--- src/rtl/z16_muldiv_unit.sv ---
// z16_muldiv_unit
// Iterative unsigned multiply/divide unit for the Z16 datapath. An operation
// is accepted from the register-file read ports when o_ready is high. The
// unit takes one shift-add (multiply) or restoring shift-subtract (divide)
// step per cycle. It then issues a single-cycle write-back toward the
// register-file write port.
//
// Ports:
//   i_clk        clock, rising edge
//   i_rst        synchronous active-high reset
//   i_start      operation request, honoured only while o_ready=1
//   i_op         00 MUL, 01 MULHU, 10 DIVU, 11 REMU
//   i_rs1_data   multiplicand / dividend
//   i_rs2_data   multiplier / divisor
//   i_rd_addr    destination register
//   i_flush      abort any in-flight operation
//   o_ready      high while idle
//   o_busy       high while running or writing back
//   o_rd_wen     one-cycle write-back strobe (suppressed for rd=0)
//   o_rd_addr    destination of the last completed operation
//   o_rd_data    result of the last completed operation
module z16_muldiv_unit #(
  parameter int DATA_W = 16,
  parameter int ADDR_W = 4,
  parameter int ITER   = 16
) (
  input  logic              i_clk,
  input  logic              i_rst,
  input  logic              i_start,
  input  logic [1:0]        i_op,
  input  logic [DATA_W-1:0] i_rs1_data,
  input  logic [DATA_W-1:0] i_rs2_data,
  input  logic [ADDR_W-1:0] i_rd_addr,
  input  logic              i_flush,
  output logic              o_ready,
  output logic              o_busy,
  output logic              o_rd_wen,
  output logic [ADDR_W-1:0] o_rd_addr,
  output logic [DATA_W-1:0] o_rd_data
);

  localparam int CNT_W = $clog2(ITER);

  typedef enum logic [1:0] {
    S_IDLE,
    S_RUN,
    S_DONE
  } state_t;

  state_t              state_q, state_d;
  logic [CNT_W-1:0]    cnt_q;
  logic [1:0]          op_q;
  logic [ADDR_W-1:0]   rd_q;
  // Multiplicand for MUL*, divisor for DIV*.
  logic [DATA_W-1:0]   opb_q;
  // Upper half: partial product / partial remainder.
  // Lower half: remaining multiplier bits / dividend shifting into quotient.
  logic [2*DATA_W-1:0] acc_q;
  logic [ADDR_W-1:0]   rd_addr_q;
  logic [DATA_W-1:0]   rd_data_q;

  logic                accept;
  logic                div_zero;
  logic                last_step;
  logic [DATA_W:0]     mul_sum;
  logic [DATA_W:0]     div_part;
  logic                div_ge;
  logic [DATA_W-1:0]   div_sub;
  logic [2*DATA_W-1:0] acc_step;
  logic [DATA_W-1:0]   step_result;

  assign accept    = (state_q == S_IDLE) && i_start && !i_flush;
  assign div_zero  = i_op[1] && (i_rs2_data == '0);
  assign last_step = (state_q == S_RUN) && (cnt_q == CNT_W'(ITER - 1));

  // One iteration of the datapath, for both operation families.
  always_comb begin
    mul_sum  = {1'b0, acc_q[2*DATA_W-1:DATA_W]}
             + (acc_q[0] ? {1'b0, opb_q} : '0);
    // Remainder shifted left with the next dividend bit brought in.
    // The result can need one extra bit.
    div_part = acc_q[2*DATA_W-1:DATA_W-1];
    div_ge   = (div_part >= {1'b0, opb_q});
    // Used only when div_ge holds. The true difference is below the divisor,
    // so keeping the low DATA_W bits loses nothing.
    div_sub  = div_part[DATA_W-1:0] - opb_q;
    if (!op_q[1]) begin
      acc_step = {mul_sum, acc_q[DATA_W-1:1]};
    end else if (div_ge) begin
      acc_step = {div_sub, acc_q[DATA_W-2:0], 1'b1};
    end else begin
      acc_step = {div_part[DATA_W-1:0], acc_q[DATA_W-2:0], 1'b0};
    end
    // MULHU/REMU take the upper half; MUL/DIVU take the lower half.
    step_result = op_q[0] ? acc_step[2*DATA_W-1:DATA_W]
                          : acc_step[DATA_W-1:0];
  end

  always_ff @(posedge i_clk) begin
    // NOTE: registered state uses non-blocking assignments only. This way
    // every flop samples pre-edge values, whatever the order of the
    // processes.
    if (i_rst) begin
      state_q <= S_IDLE;
    end else begin
      state_q <= state_d;
    end
  end

  always_comb begin
    // NOTE: every output gets a default before the case statement. This
    // prevents any path from leaving a value unassigned and inferring a
    // latch.
    state_d  = state_q;
    o_ready  = 1'b0;
    o_busy   = 1'b0;
    o_rd_wen = 1'b0;
    unique case (state_q)
      S_IDLE: begin
        o_ready = 1'b1;
        if (accept) begin
          state_d = div_zero ? S_DONE : S_RUN;
        end
      end
      S_RUN: begin
        o_busy = 1'b1;
        if (i_flush) begin
          state_d = S_IDLE;
        end else if (last_step) begin
          state_d = S_DONE;
        end
      end
      S_DONE: begin
        o_busy   = 1'b1;
        // Writes to x0 are dropped. A flush or reset in this cycle also
        // kills the strobe.
        o_rd_wen = (rd_q != '0) && !i_flush && !i_rst;
        state_d  = S_IDLE;
      end
      default: state_d = S_IDLE;
    endcase
  end

  always_ff @(posedge i_clk) begin
    if (i_rst) begin
      cnt_q     <= '0;
      op_q      <= '0;
      rd_q      <= '0;
      opb_q     <= '0;
      acc_q     <= '0;
      rd_addr_q <= '0;
      rd_data_q <= '0;
    end else if (accept) begin
      op_q  <= i_op;
      rd_q  <= i_rd_addr;
      cnt_q <= '0;
      opb_q <= i_op[1] ? i_rs2_data : i_rs1_data;
      acc_q <= {{DATA_W{1'b0}}, (i_op[1] ? i_rs1_data : i_rs2_data)};
      // Division by zero skips RUN. Its architectural result is
      // all-ones for DIVU and the dividend for REMU.
      if (div_zero) begin
        rd_addr_q <= i_rd_addr;
        rd_data_q <= i_op[0] ? i_rs1_data : {DATA_W{1'b1}};
      end
    end else if (state_q == S_RUN && !i_flush) begin
      acc_q <= acc_step;
      cnt_q <= cnt_q + 1'b1;
      if (last_step) begin
        rd_addr_q <= rd_q;
        rd_data_q <= step_result;
      end
    end
  end

  assign o_rd_addr = rd_addr_q;
  assign o_rd_data = rd_data_q;

endmodule

--- config.mk ---
export PLATFORM = sky130hd
export DESIGN_NAME = z16_muldiv_unit
export DESIGN_NICKNAME = d
export VERILOG_FILES = /design/src/rtl/z16_muldiv_unit.sv
export SDC_FILE = /design/constraint.sdc
export NUM_CORES = 1
export LEC_CHECK = 0
export BUFFER_PORTS_ARGS = -buffer_cell sky130_fd_sc_hd__buf_2
export CORE_MARGIN = 8
export CORE_UTILIZATION = 40
export DETAILED_ROUTE_END_ITERATION = 8
export SYNTH_ARGS = -nofsm -noshare
export SYNTH_HDL_FRONTEND = slang
export SYNTH_SLANG_ARGS = --single-unit
export TNS_END_PERCENT = 100
--- constraint.sdc ---
create_clock -name i_clk -period 3.64 [get_ports i_clk]
set_clock_uncertainty 0.2 [all_clocks]
set_input_delay 0.364 -clock i_clk [delete_from_list [all_inputs] [get_ports i_clk]]
set_output_delay 0.364 -clock i_clk [all_outputs]
set_load 0.02 [all_outputs]
==> results.txt <==
In this run the worst path has a maximum fanout of 14. The worst setup path is captured at a flop. The tree is rooted in a sky130_fd_sc_hd__clkbuf_16. The flow ran to the end, and the final reports show no timing, DRC or antenna violations.

Compared with the post-synthesis result, the final layout area differs by 15.6%. The maximum root-to-sink buffer count came out at 2. The share of the yosys chip area belonging to registers is 0.277.

The detailed router finished its first iteration with approximately 320 violations. The filler cell count is 1449. The mean area per synthesized cell is 7.96 µm². In the finished design, the share of the clock period the worst path needs comes to 0.904. The H-tree was split into 3 levels. The net count after synthesis is 805.

The number of vias after detailed routing is around 5600. The number of antenna violations at the first check in global routing was 0. The power per standard cell area is 448 mW/mm². The register bit total from synthesis came out at 80.

The count of boundary I/O pins came out at 65. The critical path in this run is classified as flop to flop. The share of Yosys cell area claimed by the top area cell type came out at 0.277. The data required time at the worst endpoint came out at around 3.6 ns. The placed wire-length estimate after detailed placement came out at about 14000 µm. The die span in y is 136 µm. The count of unique library cells instantiated by Yosys came out at 62. sky130_fd_sc_hd__dfxtp_1 takes more of the synthesized area than any other cell.

STA classifies the critical path startpoint as a flop. Yosys attributes the largest share of cell area to sky130_fd_sc_hd__dfxtp_1, sky130_fd_sc_hd__mux2i_1, sky130_fd_sc_hd__ha_1. The upper clock frequency limit came out at between 300 and 400 MHz. In the routed layout, each cell is associated on average with a via count of roughly 5.8. The quantity of I/O buffers inserted on ports is 64. The async set-reset flop share out of synthesis is 0. The smallest clock period supported by the final layout is computed as around 3.3 ns. The effective utilization at floorplan came out at 0.403. The global router's overall resource usage is 0.201. The count of non-filler cells in the finished layout is a little under 1000.

The instance count after placement with tap cells included is roughly 950. The worst path arrival time came out at roughly 3.3 ns. The overall overflow remaining after global route is 0. In the final timing run, aggregate negative setup slack is 0 ns. IR analysis of the VDD net gives a maximum drop of roughly 0.33 mV. The clock sink count came out at 80.

After clock tree synthesis, the clock-pin slew on the worst setup and hold paths is 0.06 ns. The placeable core region is 0.0143 mm². The worst-skew pair later-pin latency is 0.34 ns. The post-layout utilization of the core is 0.466.

The area of combinational cells with multiple inputs is about 0.004 mm². At the end of routability-driven placement, the weighted congestion stood at 0.912. The depth of the worst register-to-register path came out at 10. The global-route wire length before repair is between 20000 and 30000 µm. After layout, the design draws a total of 2990 µW. The worst flop-to-flop path endpoint is acc_q[18]$_SDFFE_PP0P_. TritonCTS created 9 clock buffers.

The dominant synthesized flop cell is sky130_fd_sc_hd__dfxtp_1. In the final layout, flip-flops and latches occupy 0.00160 mm². The count of hold buffers inserted by post-cts repair is 0. The number of pins exceeding their max-slew limit in the final report came out at 0. On the worst path, the slowest cell contributes a delay of 0.46 ns. The die covers about 0.019 mm².

The routed design has 18400 µm of wire. In this run, post-CTS repair resized a total of 0 instances. The final count of hold timing violations came out at 0.

The die is 136 µm wide. For this run, design rule violations remaining after detail routing come to 0. The relative slew slack came out at 0.361.

The fraction of layout cells with a size suffix above 1 came out at 0.150. For this design, the slowest cell found on the critical path is sky130_fd_sc_hd__a2111o_1. The class of the tightest hold or removal check is input pin to flop.

The synthesized netlist occupies a cell area of approximately 0.0058 mm². After technology mapping, the gate count stands at a little over 700. In this run the critical register-to-register path is launched from opb_q[12]$_SDFFE_PP0P_. The slew at the pin closest to its max-slew limit is 0.954 ns. The remaining number of nets flagged by the antenna check after routing came out at 0. Setup repair after global routing left no endpoint under its margin. The leakage power figure is 0.00276 µW. The most critical setup path has its startpoint at opb_q[12]$_SDFFE_PP0P_. The Yosys step of the flow raised 0 warnings.

The antenna diode count is 0. The via count of the first global-routing pass is 5532. The first TritonRoute pass finished after 5 iterations.

The final net count came out at 858. The number of failing setup endpoints in the final timing report is 0. The clock tree from TritonCTS is done. Traced cell by cell, the critical path runs through inv_1, ha_1, and2_4, a221o_1, a21o_1, a2111o_1, o21a_4, mux2_2, a211oi_1, nor3_1. The average detailed-routed wire length per instance came out at 19.1 µm. The initialized floorplan defines 44 standard-cell rows. The number of enable flip-flop cells after synthesis came out at 0. Once the clock tree was built, the setup fixing pass inserted 0 buffers. The largest net degree at the start of global routing is 39.

Following the worst setup path forward leads to its endpoint at acc_q[18]$_SDFFE_PP0P_. The number of max-cap violations is 0. The slack of the worst reg-to-reg path came out at 0.35 ns.
[registers in the layout, summed over array words and instances, names as in the netlist]
name and cells:
o_rd_data 16, cnt_q 4, acc_q 32, o_rd_addr 4, state_q 2, op_q 2, rd_q 4, opb_q 16
[layer usage]
layer  GRT usage  share of wire  vias to the layer above
li1            -              -                     2798
met1       0.269           0.47                     2626
met2       0.316           0.44                      181
met3      0.0310          0.053                       31
met4      0.0842          0.029                        0
met5           0              0                        -
[layout by cell type (no fill, tap or decap), types with 11 or more instances in the layout]
cell type / n
sky130_fd_sc_hd__nor2b_1: 15
sky130_fd_sc_hd__and2_1: 21
sky130_fd_sc_hd__nor3_1: 21
sky130_fd_sc_hd__o211ai_1: 22
sky130_fd_sc_hd__nand3_1: 14
sky130_fd_sc_hd__ha_1: 36
sky130_fd_sc_hd__xnor2_1: 11
sky130_fd_sc_hd__a21oi_1: 46
sky130_fd_sc_hd__inv_1: 29
sky130_fd_sc_hd__nand2_1: 55
sky130_fd_sc_hd__buf_4: 19
sky130_fd_sc_hd__a211oi_1: 50
sky130_fd_sc_hd__buf_2: 64
sky130_fd_sc_hd__o21ai_0: 37
sky130_fd_sc_hd__dfxtp_1: 79
sky130_fd_sc_hd__nor2_1: 70
sky130_fd_sc_hd__mux2i_1: 47
[where the power goes]
part	switching (µW)	total (µW)	internal [µW]
registers	63.8	994	930
logic	528	900	372
clock network	364	1100	734
[cell families after synthesis]
| kind of cell | after synthesis | share of synthesized area |
|---|---|---|
| AO/OA/AOI/OAI | 230 | 0.270 |
| buffers and inverters | 70 | 0.0472 |
| XOR/XNOR | 20 | 0.0303 |
| AND/OR/NAND/NOR | 231 | 0.190 |
| adder cells (fa/ha/maj) | 38 | 0.0849 |
| flip-flops | 80 | 0.277 |
| multiplexers | 56 | 0.100 |
[worst min path at each step]
stage,from,to,depth (start not counted)
floorplan,cnt_q[1]$_SDFFE_PP0P_,cnt_q[1]$_SDFFE_PP0P_,2
global placement,cnt_q[1]$_SDFFE_PP0P_,cnt_q[1]$_SDFFE_PP0P_,2
detailed placement,cnt_q[1]$_SDFFE_PP0P_,cnt_q[1]$_SDFFE_PP0P_,2
CTS,i_rd_addr[2],rd_q[2]$_SDFFE_PP0P_,3
global route,i_rd_addr[1],rd_q[1]$_SDFFE_PP0P_,3
finish,i_rd_addr[2],rd_q[2]$_SDFFE_PP0P_,3
[worst max-delay path: cells and delay by family (launching register included)]
| family | cells | cell delay [ns] |
|---|---|---|
| adders and majority gates | 1 | 0.34 |
| DFF | 1 | 0.37 |
| and+or+nand+nor | 2 | 0.26 |
| buffers and inverters | 1 | 0.06 |
| AOI/OAI and AO/OA | 5 | 1.60 |
| muxes | 1 | 0.31 |
[metrics by stage]
stage | instance area, µm² | hold slack [ns] | setup WS [ns]
finish | 6670 | 0.0933 | 0.348
global route | 6670 | 0.131 | 0.173
CTS | 6670 | 0.0903 | 0.348
detailed placement | 6310 | 0.273 | 0.365
global placement | 6310 | 0.262 | 0.408
floorplan | 5770 | 0.254 | 0.572
[cells in the mapped netlist (3+ instances only)]
cell	count
sky130_fd_sc_hd__dfxtp_1	80
sky130_fd_sc_hd__nor2_1	71
sky130_fd_sc_hd__nand2_1	55
sky130_fd_sc_hd__a211oi_1	50
sky130_fd_sc_hd__mux2i_1	47
sky130_fd_sc_hd__a21oi_1	46
sky130_fd_sc_hd__o21ai_0	37
sky130_fd_sc_hd__ha_1	36
sky130_fd_sc_hd__inv_1	29
sky130_fd_sc_hd__clkbuf_1	28
sky130_fd_sc_hd__o211ai_1	22
sky130_fd_sc_hd__and2_1	21
sky130_fd_sc_hd__nor3_1	21
sky130_fd_sc_hd__nor2b_1	16
sky130_fd_sc_hd__nand3_1	14
sky130_fd_sc_hd__xnor2_1	11
sky130_fd_sc_hd__buf_1	10
sky130_fd_sc_hd__o22ai_1	10
sky130_fd_sc_hd__a21o_1	9
sky130_fd_sc_hd__xor2_1	9
sky130_fd_sc_hd__a2111oi_0	7
sky130_fd_sc_hd__mux2_2	7
sky130_fd_sc_hd__a31oi_1	6
sky130_fd_sc_hd__nand2b_1	6
sky130_fd_sc_hd__nand4_1	6
sky130_fd_sc_hd__nor4_1	6
sky130_fd_sc_hd__o21a_1	6
sky130_fd_sc_hd__a22oi_1	4
sky130_fd_sc_hd__and3_1	4
sky130_fd_sc_hd__o32ai_1	3
sky130_fd_sc_hd__or2_2	3
[cell type report]
type / instances / share of cell area
Sequential cell: 80 / 0.240
Clock inverter: 6 / 0.0199
Tap cell: 184 / 0.0345
Multi-Input combinational cell: 575 / 0.586
Timing Repair Buffer: 83 / 0.0694
Clock buffer: 9 / 0.0338
Inverter: 29 / 0.0163
Note: power is estimated with default switching activity, not from simulation.
